===== config.mk =====
export PLATFORM = sky130hd
export DESIGN_NAME = mem_stage_ctrl
export DESIGN_NICKNAME = d
export VERILOG_FILES = /design/src/rtl/mem_stage_ctrl.sv
export SDC_FILE = /design/constraint.sdc
export NUM_CORES = 1
export LEC_CHECK = 0
export CELL_PAD_IN_SITES_DETAIL_PLACEMENT = 1
export CELL_PAD_IN_SITES_GLOBAL_PLACEMENT = 2
export CORE_MARGIN = 2
export CORE_UTILIZATION = 25
export CTS_CLUSTER_SIZE = 12
export DETAILED_ROUTE_END_ITERATION = 6
export PLACE_DENSITY = 0.84
export SLEW_MARGIN = 20
export SYNTH_ARGS = -nofsm -noshare
export SYNTH_HDL_FRONTEND = slang
export SYNTH_SLANG_ARGS = --single-unit

===== constraint.sdc =====
create_clock -name clk -period 11.07 [get_ports clk]
set_clock_uncertainty 0.05 [all_clocks]
set_input_delay 1.107 -clock clk [delete_from_list [all_inputs] [get_ports clk]]
set_output_delay 1.107 -clock clk [all_outputs]
set_load 0.005 [all_outputs]

===== src/rtl/mem_stage_ctrl.sv =====
// mem_stage_ctrl: MEM-stage controller for the five-stage pipeline.
// It runs the data-memory request/ack handshake and stalls the upstream
// stages while an access is outstanding. It resolves branch/jump redirects
// and owns the MEM/WB pipeline register.
// Optional build macro MEM_TIMEOUT_EN adds a bounded WAIT with a sticky
// mem_timeout flag. Without it, WAIT is held until ack and mem_timeout is 0.
module mem_stage_ctrl #(
    parameter int DATA_W   = 32,
    parameter int REG_W    = 5,
    parameter int MAX_WAIT = 16
) (
    input  logic              clk,
    input  logic              reset,
    // EX/MEM pipeline register outputs
    input  logic [DATA_W-1:0] PC_next_MEM,
    input  logic [DATA_W-1:0] ALU_result_MEM,
    input  logic [DATA_W-1:0] Read_Data_2_MEM,
    input  logic              Branch_MEM,
    input  logic              Jump_MEM,
    input  logic              Zero_MEM,
    input  logic              MemRead_MEM,
    input  logic              MemWrite_MEM,
    input  logic              MemToReg_MEM,
    input  logic              RegWrite_MEM,
    input  logic [REG_W-1:0]  Write_register_MEM,
    // data-memory bus
    output logic              dmem_req,
    output logic              dmem_we,
    output logic [DATA_W-1:0] dmem_addr,
    output logic [DATA_W-1:0] dmem_wdata,
    input  logic [DATA_W-1:0] dmem_rdata,
    input  logic              dmem_ack,
    // hazard / redirect
    output logic              stall,
    output logic              pc_src,
    output logic [DATA_W-1:0] pc_target,
    // MEM/WB pipeline register
    output logic [DATA_W-1:0] Read_data_WB,
    output logic [DATA_W-1:0] ALU_result_WB,
    output logic              MemToReg_WB,
    output logic              RegWrite_WB,
    output logic [REG_W-1:0]  Write_register_WB,
    output logic              mem_timeout
);

    typedef enum logic {
        S_IDLE = 1'b0,
        S_WAIT = 1'b1
    } state_t;

    state_t r_state;

    logic w_mem_op;
    logic w_timeout_hit;
    logic w_done;
    logic w_stall;

    // A zero-length wait budget would make WAIT meaningless.
    generate
        if (MAX_WAIT < 1) begin : g_bad_max_wait
            $error("MAX_WAIT must be at least 1");
        end
    endgenerate

    assign w_mem_op = MemRead_MEM | MemWrite_MEM;

`ifdef MEM_TIMEOUT_EN
    localparam int CNT_W = $clog2(MAX_WAIT + 1);

    logic [CNT_W-1:0] r_wait_cnt;
    logic             r_timeout;

    // The counter reaches MAX_WAIT-1 in the MAX_WAIT-th WAIT cycle. The access
    // is abandoned at the end of that cycle. An ack in that cycle takes priority.
    assign w_timeout_hit = (r_state == S_WAIT) && !dmem_ack &&
                           (r_wait_cnt == CNT_W'(MAX_WAIT - 1));

    // Count un-acked WAIT cycles; latch the sticky timeout flag
    always_ff @(posedge clk or posedge reset) begin
        if (reset) begin
            r_wait_cnt <= '0;
            r_timeout  <= 1'b0;
        end else begin
            if (r_state == S_IDLE) begin
                r_wait_cnt <= '0;
            end else if (!dmem_ack) begin
                r_wait_cnt <= r_wait_cnt + CNT_W'(1);
            end
            if (w_timeout_hit) begin
                r_timeout <= 1'b1;
            end
        end
    end

    assign mem_timeout = r_timeout;
`else
    assign w_timeout_hit = 1'b0;
    assign mem_timeout   = 1'b0;
`endif

    // The access completes on the ack cycle (or the timeout cycle).
    // EX/MEM may advance on that same edge.
    assign w_done  = (r_state == S_WAIT) && (dmem_ack || w_timeout_hit);

    // An IDLE memory op stalls for its setup cycle. WAIT stalls until done.
    // dmem_ack seen in IDLE has no effect.
    assign w_stall = (r_state == S_IDLE) ? w_mem_op : !w_done;

    // Reset clears stall at once, not at the next clock edge.
    assign stall     = w_stall & ~reset;
    assign pc_src    = ((Branch_MEM & Zero_MEM) | Jump_MEM) & ~stall;
    assign pc_target = PC_next_MEM;

    // Request FSM: launch from IDLE, hold the bus in WAIT until ack/timeout
    always_ff @(posedge clk or posedge reset) begin
        if (reset) begin
            r_state    <= S_IDLE;
            dmem_req   <= 1'b0;
            dmem_we    <= 1'b0;
            dmem_addr  <= '0;
            dmem_wdata <= '0;
        end else begin
            case (r_state)
                S_IDLE: begin
                    if (w_mem_op) begin
                        r_state    <= S_WAIT;
                        dmem_req   <= 1'b1;
                        // If both MemRead and MemWrite are set, the write wins.
                        dmem_we    <= MemWrite_MEM;
                        dmem_addr  <= ALU_result_MEM;
                        dmem_wdata <= Read_Data_2_MEM;
                    end
                end
                S_WAIT: begin
                    if (w_done) begin
                        r_state  <= S_IDLE;
                        dmem_req <= 1'b0;
                    end
                end
                default: begin
                    r_state  <= S_IDLE;
                    dmem_req <= 1'b0;
                end
            endcase
        end
    end

    // MEM/WB register: insert a bubble while stalled, otherwise capture
    always_ff @(posedge clk or posedge reset) begin
        if (reset) begin
            Read_data_WB      <= '0;
            ALU_result_WB     <= '0;
            MemToReg_WB       <= 1'b0;
            RegWrite_WB       <= 1'b0;
            Write_register_WB <= '0;
        end else if (w_stall) begin
            // Only the controls are cleared; the data fields keep their values.
            RegWrite_WB <= 1'b0;
            MemToReg_WB <= 1'b0;
        end else begin
            ALU_result_WB     <= ALU_result_MEM;
            MemToReg_WB       <= MemToReg_MEM;
            RegWrite_WB       <= RegWrite_MEM;
            Write_register_WB <= Write_register_MEM;
            // Load data is captured only for a read acked in WAIT.
            // Writes, timeouts and non-memory ops capture 0.
            if ((r_state == S_WAIT) && dmem_ack && !dmem_we) begin
                Read_data_WB <= dmem_rdata;
            end else begin
                Read_data_WB <= '0;
            end
        end
    end

endmodule

* Word level (Yosys, flattened, before mapping) *
Cells that the tools add are included.

word-level totals
  register bits after elaboration = 138
  bits of input ports = 143
  output and inout bits = 172
  word-level logic and storage cells = 36

cells by class
  equality and inequality tests = 2
  multiplexer cells = 10
  bitwise operators = 8
  reduce and logical (&&, ||, !) cells = 6

operator list
  operator                                        number
  2-to-1 mux 32 bit                               1
  2-to-1 mux 1 bit                                7
  case mux 1 bit (2 select lines)                 2
  AND reduction 2 bit                             2
  AND 1 bit                                       3
  NOT 1 bit                                       3
  logical AND 1 bit                               2
  logical NOT 1 bit                               2
  != test 2 x 1 -> 1 bit (second input constant)  1
  != test 2 bit (second input constant)           1
  bitwise OR 1 bit                                2

* Logic depth before layout (Yosys ltp) *
Gate-level depths: netlist of the first run.

  word-level depth = 6
  depth in mapped cells = 5

* Least setup slack after synthesis of the first run *
OpenSTA, ideal clock, no wires.

  path type = in2out
  start = in reset
  end = out stall
  arrival time = 4.373 ns
  data required time = 9.913 ns
  path slack = 5.540 ns
  stages = 2
  path through = inv_1 > and2_1

on the way
  word-level cells in the longest chain between the ends = 2

RTL lines
  item                line  source
  start: declaration  13    input logic reset,
  NOT 1 bit           110   assign stall = w_stall & ~reset;
  AND 1 bit           110
  end: declaration    34    output logic stall,

Every way passes these cells.

* Worst setup path after layout of the first run *
Same ends and word-level chain as after synthesis.

==> impl_metrics.py, run 1 <==
metrics = {
    "clock_network": {
        "cts_root_buf": "clkbuf_16",
        "clock_sinks": 138,
        "clk_path_buf_depth": 2,
        "clk_pin_slew_ns": 0.06,
        "clk_latency_ns": 0.41,
        "cts_setup_buffers": 0,
        "cts_tree": "done",
        "post_cts_resized": 0,
        "htree_levels": 4,
        "cts_buffers": 17,
        "hold_buffers": 0,
    },
    "final_layout": {
        "final_cell_mix": "clkdlybuf4s50_1, dfrtp_1, mux2_2",
        "layout.cells.non_filler": 844,
        "nNetsFinal": 699,
        "drive_gt1_share_pct": 24.8,
        "areaGrowthSynthToFinish_pct": 57.4,
        "nFillCells": 2156,
        "insertedDiodeCount": 0,
        "layout_commonest_cell": "clkdlybuf4s50_1",
    },
    "global_route": {
        "grt-ovfl-total": 0,
        "grt_pass1_wl_mm": 22.6,
        "grt_max_degree": 76,
        "grt_use_total_pct": 13.0,
        "grt_pass1_vias": 4044,
        "antenna_found_initial": 0,
    },
    "sta": {
        "rsz0062_at_grt": "no",
        "setup_tns_ns": 0,
        "maxSlewHeadroom_pct": 33.4,
        "tightest_slew_ns": 0.999,
        "fin_crit_ns": 3.97,
        "setup_violations": 0,
        "hold_viol": 0,
        "drv_slew": 0,
        "setup_ws_ns": 7.10,
        "fmax_ghz": 0.252,
        "finalCritPeriodShare_pct": 35.8,
        "hold_ws_ns": 0.451,
    },
    "synthesis": {
        "syn_inst": 336,
        "yosys-top-cells-area": "dfrtp_1, mux2_2, mux2_4",
        "synth_top_area_cell": "dfrtp_1",
        "syn-num-nets": 479,
        "synth_area_um2": 5410,
        "yosysUniqueCellTypes": 18,
        "avgSynthCellArea_um2": 16.1,
        "synth.top_cell.area_share_pct": 63.8,
        "synth_warnings": 0,
        "ys_seq_elements": 138,
        "yosysSeqAreaShare_pct": 63.8,
    },
    "pwr": {
        "intPower_uw": 1240,
        "powerDensity_nw_per_um2": 195,
        "swShare_pct": 25.3,
        "combPwrFrac_pct": 25.8,
        "p_switching_uw": 419,
        "p_clk_share_pct": 34.2,
        "power_frac_seq_pct": 40.0,
        "irDropWorstVdd_mv": 0.0912,
        "leakage_uw": 0.00360,
    },
    "floorplanning": {
        "die_area_um2": 22800,
        "io_pins": 315,
        "die_y_um": 151,
        "initial_utilization_pct": 25.6,
        "coreArea_um2": 21200,
        "rows": 53,
        "die_x_um": 151,
    },
    "setup_path": {
        "slowest_stage": "clkdlybuf4s50_1",
        "cp.arrival_ns": 2.81,
        "cp-start-kind": "input pin",
        "crit_top_cell": "clkdlybuf4s50_1",
        "cp_cell_sequence": "clkdlybuf4s50_1 > inv_6 > and2_1 > clkdlybuf4s50_1",
        "critical_path.max_fanout": 66,
        "max_stage_delay_ns": 0.50,
        "criticalPathCategory": "in2out",
        "worstPathRequired_ns": 9.91,
        "crit_path_end_kind": "output port",
    },
    "run": {
        "drv_cap": 0,
    },
    "route": {
        "vias_per_cell": 4.25,
        "drtAntennaViolNets": 0,
        "drt-wirelength-per-cell_um": 17.5,
        "wl_mm": 14.8,
        "vias": 3585,
        "drt_pass1_iterations": 4,
        "drc": 0,
        "drt_iter0_markers": 79,
    },
    "place": {
        "place_inst": 812,
        "dpl.hpwl_mm": 10.9,
        "io_buffers": 249,
        "place_ws_ns": 7.07,
        "gp_congestion": 0.707,
    },
    "hold_path": {
        "hold_path.class": "reg2reg",
    },
    "status": {
        "status": "finished, final reports clean",
    },
}
==> power groups by stage <==
| stage | registers, µW | clock network, µW | logic, µW |
|---|---|---|---|
| floorplan | 671 | 0 | 153 |
| global placement | 664 | 0 | 426 |
| detailed placement | 671 | 0 | 437 |
| CTS | 664 | 588 | 438 |
| global route | 677 | 613 | 460 |
| finish | 663 | 566 | 428 |
==> final cells by class <==
| cell class | instances | area (µm²) | share of cell area [%] |
|---|---|---|---|
| tap | 275 | 344 | 4.04 |
| multi-input combinational | 145 | 1600 | 18.8 |
| timing repair buffer | 252 | 2510 | 29.5 |
| inverter | 2 | 12.5 | 0.147 |
| clock inverter | 15 | 169 | 1.98 |
| sequential | 138 | 3450 | 40.5 |
| clock buffer | 17 | 425 | 4.99 |
==> worst max-delay path, delay by kind of cell <==
family / cells / cell delay [ns]
simple gates: 1 / 0.22
buf+inv: 3 / 1.40
==> registers in the layout, summed over array words and instances, names as in the netlist <==
signal             cells
dmem_req               1
dmem_addr             32
ALU_result_WB         32
r_state                1
MemToReg_WB            1
RegWrite_WB            1
Write_register_WB      5
dmem_we                1
Read_data_WB          32
dmem_wdata            32
==> logic make-up after synthesis <==
logic type | synth area share, %
muxes | 22.8
DFF | 63.8
AOI/OAI and AO/OA | 5.80
buffers and inverters | 6.98
and+or+nand+nor | 0.486
other | 0.0693
==> path summary, 6_finish.rpt <==
| path | from | to | slack [ns] | cells after the start |
|---|---|---|---|---|
| max | reset | stall | 7.10 | 4 |
| min | ALU_result_WB[22] | ALU_result_WB[22] | 0.45 | 1 |
| max reg2reg | r_state | ALU_result_WB[25] | 8.92 | 4 |
| min reg2reg | ALU_result_WB[22] | ALU_result_WB[22] | 0.45 | 1 |
| max in group asynchronous | reset | ALU_result_WB[28] | 8.51 | 3 |
| min in group asynchronous | reset | dmem_wdata[7] | 1.09 | 2 |
==> cell usage after synthesis, drive strengths merged <==
master and instances:
nand2 1, o21bai 1, mux2 102, clkbuf 2
inv 2, and2 1, a21boi 1, buf 49
o31a 1, conb 1, nor2b 2, nor2 1
dfrtp 138, a22o 32, a21oi 2
==> routing by layer <==
layer	vias up	global-route usage [%]	share of wire, %
li1	1596	-	-
met1	1810	15.0	39
met3	27	4.22	6.7
met4	0	5.14	2.0
met2	152	22.4	52
met5	-	0	0
==> stage by stage <==
stage | power (µW) | util [%] | instance area (µm²)
after floorplan | 824 | - | 5410
after global placement | 1090 | 37.4 | 7920
after detailed placement | 1110 | 37.4 | 7920
after CTS | 1690 | 40.2 | 8510
after global routing | 1750 | 40.3 | 8520
final | 1660 | 40.3 | 8520
No activity file was read; power rests on OpenSTA's default activity.
==> run 2: changes to the inputs <==
- CORE_UTILIZATION: 25 -> 24
- PLACE_DENSITY: 0.84 -> 0.81
- clock period: 11.07 -> 4.03 ns (I/O delays scaled with it)
==> run 2 against run 1 <==
Compared with the run above: routed wire length rose by 2.0%; final area rose by 0.73%; total power rose to 2.8 times the previous value; critical endpoint is now pc_src; count of clock-buffer cells in the layout rose by 5; largest cell class unchanged; non-clock buffer count rose by 2; worst hold slack improved by 0.0017 ns; sequential cell count did not move; worst setup slack got worse by 5.5 ns; sequential share of layout area fell by 0.30 points; via count rose by 0.73%; die area rose by 4.1%.
==> impl_metrics.py, run 2 (synthesis results as in run 1) <==
metrics = {
    "run": {
        "drv_cap": 0,
    },
    "sta": {
        "tightest_slew_ns": 0.919,
        "finalCritPeriodShare_pct": 61.2,
        "maxSlewHeadroom_pct": 38.8,
        "fmax_ghz": 0.406,
        "rsz0062_at_grt": "no",
        "setup_violations": 0,
        "fin_crit_ns": 2.47,
        "hold_viol": 0,
        "drv_slew": 0,
        "setup_tns_ns": 0,
    },
    "global_route": {
        "antenna_found_initial": 0,
        "grt_max_degree": 73,
        "grt_pass1_vias": 4084,
        "grt-ovfl-total": 0,
        "grt_pass1_wl_mm": 23.6,
        "grt_use_total_pct": 12.8,
    },
    "pwr": {
        "intPower_uw": 3520,
        "irDropWorstVdd_mv": 0.204,
        "power_frac_seq_pct": 39.3,
        "swShare_pct": 24.1,
        "powerDensity_nw_per_um2": 541,
        "p_clk_share_pct": 35.3,
        "combPwrFrac_pct": 25.4,
        "leakage_uw": 0.00362,
        "p_switching_uw": 1120,
    },
    "setup_path": {
        "cp.arrival_ns": 2.01,
        "timing.rr.end": "ALU_result_WB[27]",
        "worstPathRequired_ns": 3.58,
        "crit_top_cell": "clkdlybuf4s50_1",
        "critical_path.max_fanout": 4,
        "slowest_stage": "clkdlybuf4s50_1",
        "criticalPathCategory": "in2out",
        "max_stage_delay_ns": 0.54,
        "r2r_cells": 4,
        "cp_cell_sequence": "clkdlybuf4s50_1 > o31a_2 > a21oi_1 > clkdlybuf4s50_1",
        "r2r_slack_ns": 2.23,
        "r2r_start": "r_state",
        "crit_path_end_kind": "output port",
        "cp-start-kind": "input pin",
    },
    "final_layout": {
        "layout.cells.non_filler": 851,
        "layout_commonest_cell": "clkdlybuf4s50_1",
        "final_cell_mix": "clkdlybuf4s50_1, dfrtp_1, mux2_2",
        "nNetsFinal": 701,
        "final_area_um2": 8580,
        "areaGrowthSynthToFinish_pct": 58.6,
        "nFillCells": 2257,
        "insertedDiodeCount": 0,
        "drive_gt1_share_pct": 24.9,
    },
    "clock_network": {
        "clk_path_buf_depth": 2,
        "cts_buffers": 17,
        "post_cts_resized": 0,
        "clk_latency_ns": 0.41,
        "clock_sinks": 138,
        "hold_buffers": 0,
        "clk_pin_slew_ns": 0.06,
        "htree_levels": 4,
        "cts_tree": "done",
        "cts_setup_buffers": 0,
        "cts_root_buf": "clkbuf_16",
    },
    "hold_path": {
        "min_path_cells": 1,
        "hold_path.class": "reg2reg",
        "hold_end": "dmem_addr[13]",
        "hold_start": "dmem_addr[13]",
    },
    "place": {
        "place_inst": 819,
        "io_buffers": 249,
        "dpl.hpwl_mm": 11.0,
        "dpl-instance-area_um2": 7960,
        "gp_congestion": 0.747,
    },
    "route": {
        "drt_iter0_markers": 93,
        "drt-wirelength-per-cell_um": 17.7,
        "vias_per_cell": 4.24,
        "drc": 0,
        "wl_mm": 15.1,
        "drtAntennaViolNets": 0,
        "drt_pass1_iterations": 3,
        "vias": 3611,
    },
    "floorplanning": {
        "rows": 54,
        "io_pins": 315,
        "die_y_um": 154,
        "die_area_um2": 23800,
        "coreArea_um2": 22000,
        "initial_utilization_pct": 24.6,
        "die_x_um": 154,
    },
    "status": {
        "status": "finished, final reports clean",
    },
}
==> run 2: changes by cell type in the layout (fill, tap and decap cells not counted), sizes merged <==
cell,change
clkinv,-3
bufinv,+1
clkinvlp,+2
inv,-5
clkbuf,+5
buf,+2
==> run 2: worst max-delay path: cells and delay by family <==
kind / cells / cell delay [ns]
buffers and inverters: 2 / 1.03
AOI/OAI and AO/OA: 2 / 0.57
==> run 2: through the flow <==
stage | setup WS, ns | utilization [%] | hold slack, ns | power [µW]
after global placement | 1.27 | 36.2 | 0.436 | 3000
after floorplan | 0.748 | - | 0.448 | 2260
after detailed placement | 1.18 | 36.2 | 0.442 | 3040
after CTS | 1.55 | 39.1 | 0.456 | 4720
after global routing | 1.42 | 39.1 | 0.464 | 4870
final | 1.56 | 39.1 | 0.453 | 4640
==> run 2: area by class of cell <==
type | count | area [µm²] | area share (%)
Clock buffer | 22 | 484 | 5.64
Tap cell | 280 | 350 | 4.08
Timing Repair Buffer | 254 | 2540 | 29.6
Sequential cell | 138 | 3450 | 40.2
Inverter | 2 | 11.3 | 0.131
Multi-Input combinational cell | 145 | 1600 | 18.6
Clock inverter | 10 | 140 | 1.63
==> run 2: routing by layer <==
layer	track usage [%]	up-vias	wire length (µm)	part of all wire [%]
met5	0	-	0	0
met4	5.70	0	411	2.7
met3	4.76	34	1190	7.9
met2	21.0	181	7230	48
met1	15.1	1799	6270	42
li1	-	1597	-	-
==> run 2: power groups by stage <==
stage | clock, µW | combinational, µW | sequential (µW)
final | 1640 | 1180 | 1820
after global placement | 0 | 1180 | 1820
after detailed placement | 0 | 1200 | 1840
after global routing | 1750 | 1260 | 1860
after floorplan | 0 | 419 | 1840
after CTS | 1690 | 1200 | 1830
==> run 2: worst max path at each step <==
stage,cells past startpoint,start,to,slack [ns]
5_1_grt,4,reset,dmem_addr[22],1.42
3_5_place_dp,4,reset,ALU_result_WB[17],1.18
6_report,4,MemWrite_MEM,pc_src,1.56
2_1_floorplan,2,reset,stall,0.75
4_1_cts,4,MemWrite_MEM,pc_src,1.55
3_3_place_gp,4,reset,ALU_result_WB[17],1.27
==> run 3: changes to the inputs <==
- CORE_UTILIZATION: 24 -> 21
- PLACE_DENSITY: 0.81 -> 0.75
- clock period: 4.03 -> 2.2 ns (I/O delays scaled with it)
==> run 3 against run 2 <==
Compared with the run above: global-route usage fell by 1.2 points; sequential power is 84% higher; non-clock buffer count up 3; cell count up 6.2%.
==> impl_metrics.py, run 3 (synthesis results as in run 1) <==
metrics = {
    "status": {
        "status": "finished, final reports clean",
    },
    "sta": {
        "setup_ws_ns": 0.109,
        "setup_violations": 0,
        "tightest_slew_ns": 0.834,
        "rsz0062_at_grt": "no",
        "maxSlewHeadroom_pct": 44.4,
        "fmax_ghz": 0.478,
        "finalCritPeriodShare_pct": 95.0,
        "hold_viol": 0,
        "setup_tns_ns": 0,
        "drv_slew": 0,
        "fin_crit_ns": 2.09,
    },
    "setup_path": {
        "cp.arrival_ns": 1.82,
        "max_stage_delay_ns": 0.45,
        "cp_cell_sequence": "o31a_4 > and2_1 > clkdlybuf4s50_1",
        "worstPathRequired_ns": 1.93,
        "slowest_stage": "clkdlybuf4s50_1",
        "crit_path_end_kind": "output port",
        "critPathBufInv": 1,
        "criticalPathCategory": "reg2out",
        "cp-start-kind": "flip-flop",
        "crit_family": "buffers and inverters",
        "critical_path.max_fanout": 5,
    },
    "floorplanning": {
        "die_x_um": 165,
        "rows": 58,
        "initial_utilization_pct": 21.4,
        "die_y_um": 165,
        "coreArea_um2": 25300,
        "die_area_um2": 27100,
        "io_pins": 315,
    },
    "clock_network": {
        "clk_pin_slew_ns": 0.06,
        "clock_sinks": 138,
        "clk_path_buf_depth": 2,
        "hold_buffers": 0,
        "cts_setup_buffers": 0,
        "cts_root_buf": "clkbuf_16",
        "clk_latency_ns": 0.41,
        "cts_buffers": 17,
        "htree_levels": 4,
        "cts_tree": "done",
        "post_cts_resized": 0,
    },
    "global_route": {
        "grt_pass1_wl_mm": 24.0,
        "grt-ovfl-total": 0,
        "grt_use_total_pct": 11.7,
        "grt_pass1_vias": 4241,
        "antenna_found_initial": 0,
        "grt_max_degree": 138,
    },
    "route": {
        "drc": 0,
        "vias": 3643,
        "drt_iter0_markers": 82,
        "wl_mm": 15.4,
        "drt-wirelength-per-cell_um": 17.0,
        "drtAntennaViolNets": 0,
        "drt_pass1_iterations": 4,
        "vias_per_cell": 4.03,
    },
    "final_layout": {
        "insertedDiodeCount": 0,
        "layout_commonest_cell": "clkdlybuf4s50_1",
        "nNetsFinal": 704,
        "layout.cells.non_filler": 904,
        "drive_gt1_share_pct": 25.3,
        "areaGrowthSynthToFinish_pct": 60.4,
        "final_cell_mix": "clkdlybuf4s50_1, dfrtp_1, mux2_2",
    },
    "pwr": {
        "irDropWorstVdd_mv": 0.349,
        "leakage_uw": 0.00366,
        "powerDensity_nw_per_um2": 969,
    },
    "place": {
        "dpl.hpwl_mm": 11.1,
        "place_ws_ns": 0.188,
        "gp_congestion": 0.722,
        "io_buffers": 249,
        "place_inst": 872,
    },
    "hold_path": {
        "hold_path.class": "in2async",
    },
    "run": {
        "drv_cap": 0,
    },
}
## run 3: cell type report
cell class	count	area, µm²
well taps	330	413
clock buffers	18	429
flip-flops and latches	138	3450
inverters	2	11.3
clock inverters	14	165
fillers	2667	16600
multi-input cells	145	1600
repair buffers	257	2610
## run 3: per-layer routing
metal	global-route usage, %	share of wire [%]	up-vias
met2	18.4	47	199
met1	13.4	39	1819
met3	6.23	12	17
li1	-	-	1608
met5	0	0	-
met4	4.27	1.9	0
## run 3: path summary, 6_finish.rpt
kind | start | endpoint | slack (ns) | cells past startpoint
setup / recovery | r_state | stall | 0.11 | 3
hold / removal | reset | RegWrite_WB | 0.02 | 2
setup reg to reg | r_state | ALU_result_WB[30] | 0.53 | 4
hold reg to reg | dmem_wdata[30] | dmem_wdata[30] | 0.45 | 1
max in group asynchronous | reset | dmem_addr[8] | 1.06 | 3
min in group clk | MemToReg_MEM | MemToReg_WB | 0.31 | 2
## run 3: worst reg2reg max path: cells and delay by family, from the launching register on
family	cells	cell delay, ns
DFF	1	0.41
AOI/OAI and AO/OA	1	0.20
muxes	1	0.40
buffers and inverters	1	0.33
and+or+nand+nor	1	0.16
## run 3: through the flow
stage / utilization (%) / hold slack (ns) / power (µW) / cell area (µm²)
global placement: 32.0 / 0.390 / 5530 / 8070
floorplan: - / 0.303 / 4140 / 5410
CTS: 34.3 / 0.0104 / 8600 / 8670
detailed placement: 32.0 / 0.390 / 5590 / 8070
global route: 34.4 / 0.0121 / 8900 / 8680
finish: 34.4 / 0.0163 / 8410 / 8680
## run 3: power by group
part	total [µW]	switching, µW	internal, µW
Sequential	3340	291	3050
Combinational	2170	659	1510
Clock	2900	1200	1700
Total	8410	2150	6260
